`src/rtl/bsk_prm_bus_master.sv`:
```
// Bus master for one BSK PRM command-output unit: four protected register writes, then two verified readbacks.
// Optional BSK_PRM_RETRY_EN: a failed verify reruns the whole sequence once before err is raised.
module bsk_prm_bus_master #(
  parameter int unsigned SETUP_CYC  = 2,
  parameter int unsigned STROBE_CYC = 4,
  parameter logic [3:0]  CS_CODE    = 4'b0111
) (
  input  logic        clk,
  input  logic        aclr,
  input  logic        start,
  input  logic        unit,
  input  logic [15:0] com_word,
  input  logic [15:0] ind_word,
  input  logic        enable_req,
  output logic [1:0]  bus_a,
  output logic [3:0]  bus_cs,
  output logic        bus_wr_n,
  output logic        bus_rd_n,
  output logic [15:0] bus_dout,
  output logic        bus_oe,
  input  logic [15:0] bus_din,
  output logic        busy,
  output logic        done,
  output logic        err,
  output logic [15:0] status
);

  localparam logic [2:0] S_IDLE   = 3'd0;
  localparam logic [2:0] S_SETUP  = 3'd1;
  localparam logic [2:0] S_STROBE = 3'd2;
  localparam logic [2:0] S_HOLD   = 3'd3;
  localparam logic [2:0] S_GAP    = 3'd4;
  localparam logic [2:0] S_FINISH = 3'd5;

  localparam logic [3:0] SETUP_LD  = 4'(SETUP_CYC - 1);
  localparam logic [3:0] STROBE_LD = 4'(STROBE_CYC - 1);
  localparam logic [2:0] LAST_IDX  = 3'd5;

  logic [2:0]  state, state_nx;
  logic [3:0]  cnt, cnt_nx;
  logic [2:0]  idx, idx_nx;
  logic [15:0] com_q, ind_q;
  logic        en_q, unit_q;
  logic        fail_q, fail_nx;
`ifdef BSK_PRM_RETRY_EN
  logic        retry_q, retry_nx;
`endif

  logic [1:0]  bus_a_nx;
  logic [3:0]  bus_cs_nx;
  logic        bus_wr_n_nx, bus_rd_n_nx, bus_oe_nx;
  logic [15:0] bus_dout_nx;
  logic        busy_nx, done_nx, err_nx;
  logic [15:0] status_nx;

  logic        take_c, active_c, rd_c;
  logic [15:0] com_c, ind_c;
  logic        en_c, unit_c;

  // Sequence inputs are taken straight from the ports on the accepting clock so the first SETUP drives them.
  assign take_c = (state == S_IDLE) && start;
  assign com_c  = take_c ? com_word   : com_q;
  assign ind_c  = take_c ? ind_word   : ind_q;
  assign en_c   = take_c ? enable_req : en_q;
  assign unit_c = take_c ? unit       : unit_q;

  // Next state plus next value of every registered output.
  always_comb begin
    state_nx  = state;
    cnt_nx    = cnt;
    idx_nx    = idx;
    fail_nx   = fail_q;
    err_nx    = err;
    status_nx = status;
    done_nx   = 1'b0;
`ifdef BSK_PRM_RETRY_EN
    retry_nx  = retry_q;
`endif

    case (state)
      S_IDLE: begin
        if (start) begin
          state_nx = S_SETUP;
          cnt_nx   = SETUP_LD;
          idx_nx   = 3'd0;
          fail_nx  = 1'b0;
          err_nx   = 1'b0;
`ifdef BSK_PRM_RETRY_EN
          retry_nx = 1'b0;
`endif
        end
      end
      S_SETUP: begin
        if (cnt == 4'd0) begin
          state_nx = S_STROBE;
          cnt_nx   = STROBE_LD;
        end else begin
          cnt_nx = cnt - 4'd1;
        end
      end
      S_STROBE: begin
        if (cnt == 4'd0) begin
          state_nx = S_HOLD;
          cnt_nx   = SETUP_LD;
          if (idx == 3'd4 && bus_din != com_q) fail_nx = 1'b1;
          if (idx == LAST_IDX) begin
            status_nx = bus_din;
            if (bus_din[15:8] != (8'hA6 + {7'd0, unit_q}) || bus_din[0] != en_q) fail_nx = 1'b1;
          end
        end else begin
          cnt_nx = cnt - 4'd1;
        end
      end
      S_HOLD: begin
        if (cnt != 4'd0) begin
          cnt_nx = cnt - 4'd1;
        end else if (idx != LAST_IDX) begin
          state_nx = S_GAP;
          idx_nx   = idx + 3'd1;
        end else begin
`ifdef BSK_PRM_RETRY_EN
          if (fail_q && !retry_q) begin
            state_nx = S_GAP;
            idx_nx   = 3'd0;
            fail_nx  = 1'b0;
            retry_nx = 1'b1;
          end else begin
            state_nx = S_FINISH;
            err_nx   = fail_q;
          end
`else
          state_nx = S_FINISH;
          err_nx   = fail_q;
`endif
        end
      end
      S_GAP: begin
        state_nx = S_SETUP;
        cnt_nx   = SETUP_LD;
      end
      S_FINISH: begin
        state_nx = S_IDLE;
      end
      default: state_nx = S_IDLE;
    endcase

    if (state_nx == S_FINISH) done_nx = 1'b1;
    busy_nx  = (state_nx != S_IDLE) && (state_nx != S_FINISH);
    active_c = (state_nx == S_SETUP) || (state_nx == S_STROBE) || (state_nx == S_HOLD);
    rd_c     = (idx_nx >= 3'd4);

    bus_cs_nx   = 4'hF;
    bus_a_nx    = bus_a;
    bus_dout_nx = bus_dout;
    bus_oe_nx   = 1'b0;
    bus_wr_n_nx = 1'b1;
    bus_rd_n_nx = 1'b1;
    if (active_c) begin
      bus_cs_nx   = {CS_CODE[3:2], CS_CODE[1] ^ unit_c, CS_CODE[0]};
      bus_oe_nx   = !rd_c;
      bus_wr_n_nx = !((state_nx == S_STROBE) && !rd_c);
      bus_rd_n_nx = !((state_nx == S_STROBE) && rd_c);
      case (idx_nx)
        3'd0: begin bus_a_nx = 2'd0; bus_dout_nx = {com_c[7:4], ~com_c[7:4], com_c[3:0], ~com_c[3:0]}; end
        3'd1: begin bus_a_nx = 2'd1; bus_dout_nx = {com_c[15:12], ~com_c[15:12], com_c[11:8], ~com_c[11:8]}; end
        3'd2: begin bus_a_nx = 2'd2; bus_dout_nx = ind_c; end
        3'd3: begin bus_a_nx = 2'd3; bus_dout_nx = {8'h00, en_c ? 8'hE1 : 8'h00}; end
        3'd4: bus_a_nx = 2'd1;
        default: bus_a_nx = 2'd3;
      endcase
    end
  end

  always_ff @(posedge clk or posedge aclr) begin
    if (aclr) begin
      state    <= S_IDLE;
      cnt      <= 4'd0;
      idx      <= 3'd0;
      com_q    <= 16'd0;
      ind_q    <= 16'd0;
      en_q     <= 1'b0;
      unit_q   <= 1'b0;
      fail_q   <= 1'b0;
`ifdef BSK_PRM_RETRY_EN
      retry_q  <= 1'b0;
`endif
      bus_a    <= 2'd0;
      bus_cs   <= 4'hF;
      bus_wr_n <= 1'b1;
      bus_rd_n <= 1'b1;
      bus_dout <= 16'd0;
      bus_oe   <= 1'b0;
      busy     <= 1'b0;
      done     <= 1'b0;
      err      <= 1'b0;
      status   <= 16'd0;
    end else begin
      state    <= state_nx;
      cnt      <= cnt_nx;
      idx      <= idx_nx;
      com_q    <= com_c;
      ind_q    <= ind_c;
      en_q     <= en_c;
      unit_q   <= unit_c;
      fail_q   <= fail_nx;
`ifdef BSK_PRM_RETRY_EN
      retry_q  <= retry_nx;
`endif
      bus_a    <= bus_a_nx;
      bus_cs   <= bus_cs_nx;
      bus_wr_n <= bus_wr_n_nx;
      bus_rd_n <= bus_rd_n_nx;
      bus_dout <= bus_dout_nx;
      bus_oe   <= bus_oe_nx;
      busy     <= busy_nx;
      done     <= done_nx;
      err      <= err_nx;
      status   <= status_nx;
    end
  end

endmodule

```
`config.mk`:
```
export PLATFORM = sky130hd
export DESIGN_NAME = bsk_prm_bus_master
export DESIGN_NICKNAME = d
export VERILOG_FILES = /design/src/rtl/bsk_prm_bus_master.sv
export SDC_FILE = /design/constraint.sdc
export NUM_CORES = 1
export LEC_CHECK = 0
export ABC_CLOCK_PERIOD_IN_PS = 3030
export BUFFER_PORTS_ARGS = -buffer_cell sky130_fd_sc_hd__buf_2
export CAP_MARGIN = 20
export CORE_UTILIZATION = 42
export CTS_CLUSTER_SIZE = 8
export DETAILED_ROUTE_END_ITERATION = 16
export GPL_TIMING_DRIVEN = 0
export PLACE_DENSITY_LB_ADDON = 0.3
export SLEW_MARGIN = 20
export SYNTH_ARGS = -nofsm -noshare
export SYNTH_HDL_FRONTEND = slang
export SYNTH_SLANG_ARGS = --single-unit
```
`constraint.sdc`:
```
create_clock -name clk -period 3.03 [get_ports clk]
set_input_delay 0.606 -clock clk [delete_from_list [all_inputs] [get_ports clk]]
set_output_delay 0.606 -clock clk [all_outputs]
set_load 0.005 [all_outputs]
```
After elaboration in Yosys (flattened, before gate mapping)

Cells that the tools add are included.

Add/sub/neg operators: 3
Order comparisons: 1
Eq/ne operators: 24
Mux-type cells: 36
Bitwise logic cells: 5
Reductions and logical operators: 26

Operator list:

| kind                  | number |
|---|---|
| $pmux W16 S4          | 1 |
| $mux W16              | 2 |
| $mux W3               | 7 |
| $mux W4               | 5 |
| $pmux W4 S5           | 1 |
| $eq A3 B2 Y1 const B  | 6 |
| $ne A16 B16 Y1        | 1 |
| $not A4 Y4            | 4 |
| $eq A3 B3 Y1 const B  | 5 |
| $pmux W3 S5           | 1 |
| $mux W1               | 14 |
| $ne A2 B2 Y1 const B  | 5 |
| $eq A3 B1 Y1 const B  | 3 |
| $reduce_and A3 Y1     | 3 |
| $add A8 B1 Y8 const A | 1 |
| $mux W8               | 1 |
| $ne A8 B8 Y1          | 1 |
| $reduce_bool A4 Y1    | 2 |
| $logic_not A3 Y1      | 2 |
| $ne A3 B3 Y1 const B  | 2 |
| $pmux W2 S3           | 1 |
| $pmux W3 S2           | 1 |
| $logic_and A1 B1 Y1   | 5 |
| $reduce_bool A5 Y1    | 1 |
| 14 further kinds      | 20 |

Register bits: 89
Input port bits: 53
Output and inout bits: 44
Logic and storage cells: 113

Logic depth before layout (Yosys ltp)

Depth in word-level cells: 9
Gate-level depth with buffers: 10
Mapped depth without buffers: 8

Worst setup path before layout

OpenSTA, ideal clock, no wires.

Path type: register -> register
Start: reg idx[0]
End: reg bus_dout[11]
Arrival time: 2.110 ns
Data required time: 2.948 ns
Setup slack: 0.838 ns
Cell stages (with the launch flop): 9
Buffers on the path: 1
Clock period less this slack: 2.192 ns
Cell sequence: dfrtp_1 > ha_1 > and2_0 > o311ai_4 > and2_4 > buf_8 > inv_4 > or3_1 > a31oi_1

Elaborated cells between the ends (all ways): 21

RTL lines:

| item                                          | line     | RTL |
|---|---|---|
| from (decl)                                   | 41       | `logic [2:0] idx, idx_nx;` |
| from (signal assigned)                        | 200      | `idx <= idx_nx;` |
| $add A3 B1 Y3 or $ne A3 B3 Y1 (tied branches) | 119, 117 |  |
| $mux W3 *                                     | 117      | `end else if (idx != LAST_IDX) begin` |
| $mux W3 *                                     | 115      | `if (cnt != 4'd0) begin` |
| $pmux W3 S2 *                                 | 80       | `case (state)` |
| via idx_nx[1]                                 | 41       |  |
| $eq A3 B2 Y1, or another cell as far along    | 163      | `case (idx_nx)` |
| $reduce_bool A4 Y1 (no source line)           | n/a      |  |
| $reduce_and A2 Y1 (no source line)            | n/a      |  |
| to (signal assigned)                          | 213      | `bus_dout <= bus_dout_nx;` |
| to (decl)                                     | 19       | `output logic [15:0] bus_dout,` |

Mark *: on every way through the listed nets, which the timed path passes. The rest lies on a longest branch.
A chain may end at the register's enable or synchronous reset.

Worst setup path after layout

Start: reg cnt[0]
End: reg bus_dout[9]

Longest elaborated chain between the ends: 7
Elaborated cells between the ends (all ways): 20

RTL lines:

| item                                                   | line         | RTL |
|---|---|---|
| from (decl)                                            | 40           | `logic [3:0] cnt, cnt_nx;` |
| from (signal assigned)                                 | 199          | `cnt <= cnt_nx;` |
| $reduce_bool A4 Y1 or $logic_not A4 Y1 (tied branches) | 115, 94, 102 |  |
| $mux W3 (on tied branches)                             | 115, 102, 94 |  |
| $pmux W3 S5                                            | 80           |  |
| $eq A3 B1 Y1 or $eq A3 B2 Y1 (tied branches)           | 149          | `active_c = (state_nx == S_SETUP) \|\| (state_nx == S_STROBE) \|\| (state_nx == S_HOLD);` |
| $logic_or A1 B1 Y1 (2 in series)                       | 149          |  |
| $reduce_and A2 Y1 (no source line)                     | n/a          |  |

Parallel ways exist; a longest one is shown, timed or not.

==> impl_metrics.csv <==
group,metric,value,unit
clocking,cts.repair.resized,0,
drt,drt_iter0_markers,167,
floorplanning,core_area,9730,um2
worst_setup_path,cp_common_cell,"buf_4",
sta,rsz0062_at_grt,"false",
drt,vias,3360,
synth,synth_enable_flop_cells,0,
worst_setup_path,required,3.29,ns
synth,syn_inst,406,
global_routing,globalRouteOverflowTotal,0,
drt,routed_wirelength,10.5,mm
floorplanning,die_w,102,um
global_routing,grt_max_degree,53,
synth,synth_area_leaders,"dfrtp_1 50%, nand2_1 8.1%, mux2_2 5.1%",
sta,fin_crit_sh,88.2,%
layout,diodes,0,
clocking,cts_tree,"yes",
clocking,htreeDepth,3,
outcome,violations,"design-rule violations",
floorplanning,rows,36,
worst_setup_path,arrival,2.93,ns
floorplanning,io_pins,97,
global_routing,grt_pass1_wl,16.4,mm
synth,yosys_warnings,0,
power,max-vdd-ir-drop,0.420,mV
placement,gp_congestion,0.916,
power,leakage,2.42,nW
sta,hold_viol,0,
worst_setup_path,crit_slowest_cell,"nor4bb_1",
worst_setup_path,path_class,"register to register",
clocking,clk_pin_slew_worst_paths,0.08,ns
sta,max_slew_margin,39.7,%
drt,wl_per_cell,16.2,um
worst_setup_path,crit_buf_inv,3,
synth,yosysTopAreaCell,"dfrtp_1",
synth,synthTopCellsByCount,"90 x nand2_1, 83 x dfrtp_1, 19 x mux2_2",
clocking,root_buffer,"clkbuf_8",
drt,ant_nets,0,
worst_setup_path,cp_top_family,"simple AND/OR/NAND/NOR gates",
layout,areaGrowthSynthToFinish,20.3,%
drt,drtPass1Iterations,10,
synth,ys_ff_latch,87,
sta,period_minus_slack,2.67,ns
synth,yosys.area.top_type_share,49.6,%
placement,io_buffer_count,94,
floorplanning,die_y,102,um
synth,syn_avg_cell_area,10.3,um2
sta,holdWs,0.340,ns
drt,via_per_inst,5.18,
sta,max_clock_freq,374,MHz
clocking,clk_latency,0.36,ns
synth,syn_area,4190,um2
layout,final_cell_count_no_fill,649,
sta,finalSetupViolCount,0,
placement,placedCellCount,635,
sta,tightest_slew,0.893,ns
synth,synth_ff_type,"dfrtp_1",
sta,drv_slew,0,
global_routing,antenna_found_initial,0,
synth,ys_types,64,
placement,dpl_worst_slack,0.427,ns
outcome,status,"finished, violations left",
layout,nFillCells,926,
worst_setup_path,max_stage_delay,0.73,ns
clocking,cts_made_buffers,9,
sta,fin_ws,0.359,ns
placement,dp_hpwl,7.84,mm
hold_path,min_path_type,"input pin to asynchronous set/reset pin",
layout,final_layout_size_suffix_gt1_share,30.6,%
worst_setup_path,worstPathCellList,"inv_1 -> ha_1 -> nor4bb_1 -> o21ai_1 -> o311ai_1 -> buf_4 -> buf_4 -> nand2_1 -> o31ai_1",
worst_setup_path,end_kind,"register",
floorplanning,initial_utilization,43.1,%
worst_setup_path,cp-start-kind,"register",
clocking,cts_buffer_depth,2,
clocking,cts_setup_buffers,0,
synth,yosysMostFrequentCell,"nand2_1",
global_routing,grt_pass1_vias,3095,
layout,layout.nets,571,
clocking,cts.sinks,87,
synth,ys_seq_area_share,52.1,%
floorplanning,die_area,10400,um2
drt,drc,1,
clocking,holdBufCountCts,0,
synth,async_reset_ff_share,100,%
sta,clock-skew-final,0.0107,ns
power,p_per_area,1000,nW/um2
worst_setup_path,worstPathMaxFanout,10,
flow_run,maxCapViolations,0,
global_routing,grt_usage,21.4,%
-- logic make-up (layout without fill, tap and decap cells) --
family                     Yosys count  after routing  synth area share (%)
AOI/OAI and AO/OA                   73             73                  12.4
xor gates and xnor gates            19             19                  3.97
adders and majority gates            6              6                  1.73
buffers and inverters               38            147                  4.84
DFF                                 87             87                  52.1
muxes                               27             27                  7.14
other                                1              2                0.0895
and+or+nand+nor                    155            155                  17.7
-- path summary, 6_finish.rpt --
check,start,end,slack [ns],cells past startpoint
max,cnt[0]$_DFFE_PP0P_,bus_dout[9]$_DFFE_PP0P_,0.36,9
max reg2reg,cnt[0]$_DFFE_PP0P_,bus_dout[9]$_DFFE_PP0P_,0.36,9
max in group asynchronous,aclr,bus_cs[1]$_DFF_PP1_,2.00,3
min,aclr,status[13]$_DFFE_PP0P_,0.34,2
min in group clk,ind_word[7],ind_q[7]$_DFF_PP0_,0.46,3
min reg2reg,ind_q[4]$_DFF_PP0_,ind_q[4]$_DFF_PP0_,0.48,2
-- cells in the final DEF, fill, tap and decap left out, drive strengths merged, types with 4 or more instances in the layout --
master  netlist  layout
dfrtp        83      83
nand3        11      11
dfstp         4       4
a21oi        15      15
clkbuf        4      14
nor2         18      18
o21ai        11      11
xnor2        17      17
nand4         6       6
o31ai         8       8
nand2b        5       5
a31oi         5       5
inv          18      18
nand2        90      90
buf          16     111
nor3          5       5
mux2i         7       7
ha            5       5
mux2         20      20
-- registers in the layout, indices dropped and copies added (netlist names) --
| register | count |
|---|---|
| status | 16 |
| unit_q | 1 |
| bus_a | 2 |
| bus_rd_n | 1 |
| en_q | 1 |
| com_q | 16 |
| idx | 3 |
| fail_q | 1 |
| bus_cs | 2 |
| bus_wr_n | 1 |
| err | 1 |
| busy | 1 |
| done | 1 |
| bus_oe | 1 |
| cnt | 4 |
| bus_dout | 16 |
| state | 3 |
| ind_q | 16 |
-- cell type report --
| cell class | count | area [um2] | share of cell area (%) |
|---|---|---|---|
| inverter | 18 | 72.6 | 1.44 |
| multi-input combinational | 282 | 1810 | 35.9 |
| tap | 133 | 166 | 3.30 |
| clock inverter | 4 | 47.5 | 0.944 |
| timing repair buffer | 95 | 490 | 9.74 |
| clock buffer | 10 | 138 | 2.73 |
| sequential | 87 | 2180 | 43.3 |
| buffer | 20 | 133 | 2.63 |
-- stage by stage --
stage | setup TNS [ns] | utilization (%) | area (um2) | total power, W
2_1_floorplan | 0 | - | 4190 | 0.00352
6_report | 0 | 51.8 | 5040 | 0.00505
4_1_cts | 0 | 51.8 | 5040 | 0.00506
3_5_place_dp | 0 | 49.9 | 4850 | 0.00426
5_1_grt | 0 | 51.8 | 5040 | 0.00543
3_3_place_gp | -72.48 | 49.6 | 4830 | 0.00419
-- power breakdown --
part / internal [W] / switching (W) / total [W]
registers: 0.00164 / 0.000271 / 0.00191
logic: 0.000995 / 0.00135 / 0.00234
clock network: 0.000392 / 0.000398 / 0.000789
total: 0.00303 / 0.00202 / 0.00505
-- layer usage --
| metal | up-vias | track usage (%) | wire length, um |
|---|---|---|---|
| met5 | - | 0 | 0 |
| met4 | 0 | 8.57 | 111 |
| met3 | 10 | 3.97 | 712 |
| met2 | 118 | 30.7 | 4580 |
| met1 | 1601 | 31.9 | 5100 |
| li1 | 1631 | - | - |
-- worst reg2reg max path, stage by stage (launching register included) --
cell and delay [ns]:
dfrtp_1 0.42, inv_1 0.10, ha_1 0.22, nor4bb_1 0.73, o21ai_1 0.27, o311ai_1 0.23
buf_4 0.29, buf_4 0.19, nand2_1 0.07, o31ai_1 0.06
Power figures use the tool's default switching activity.
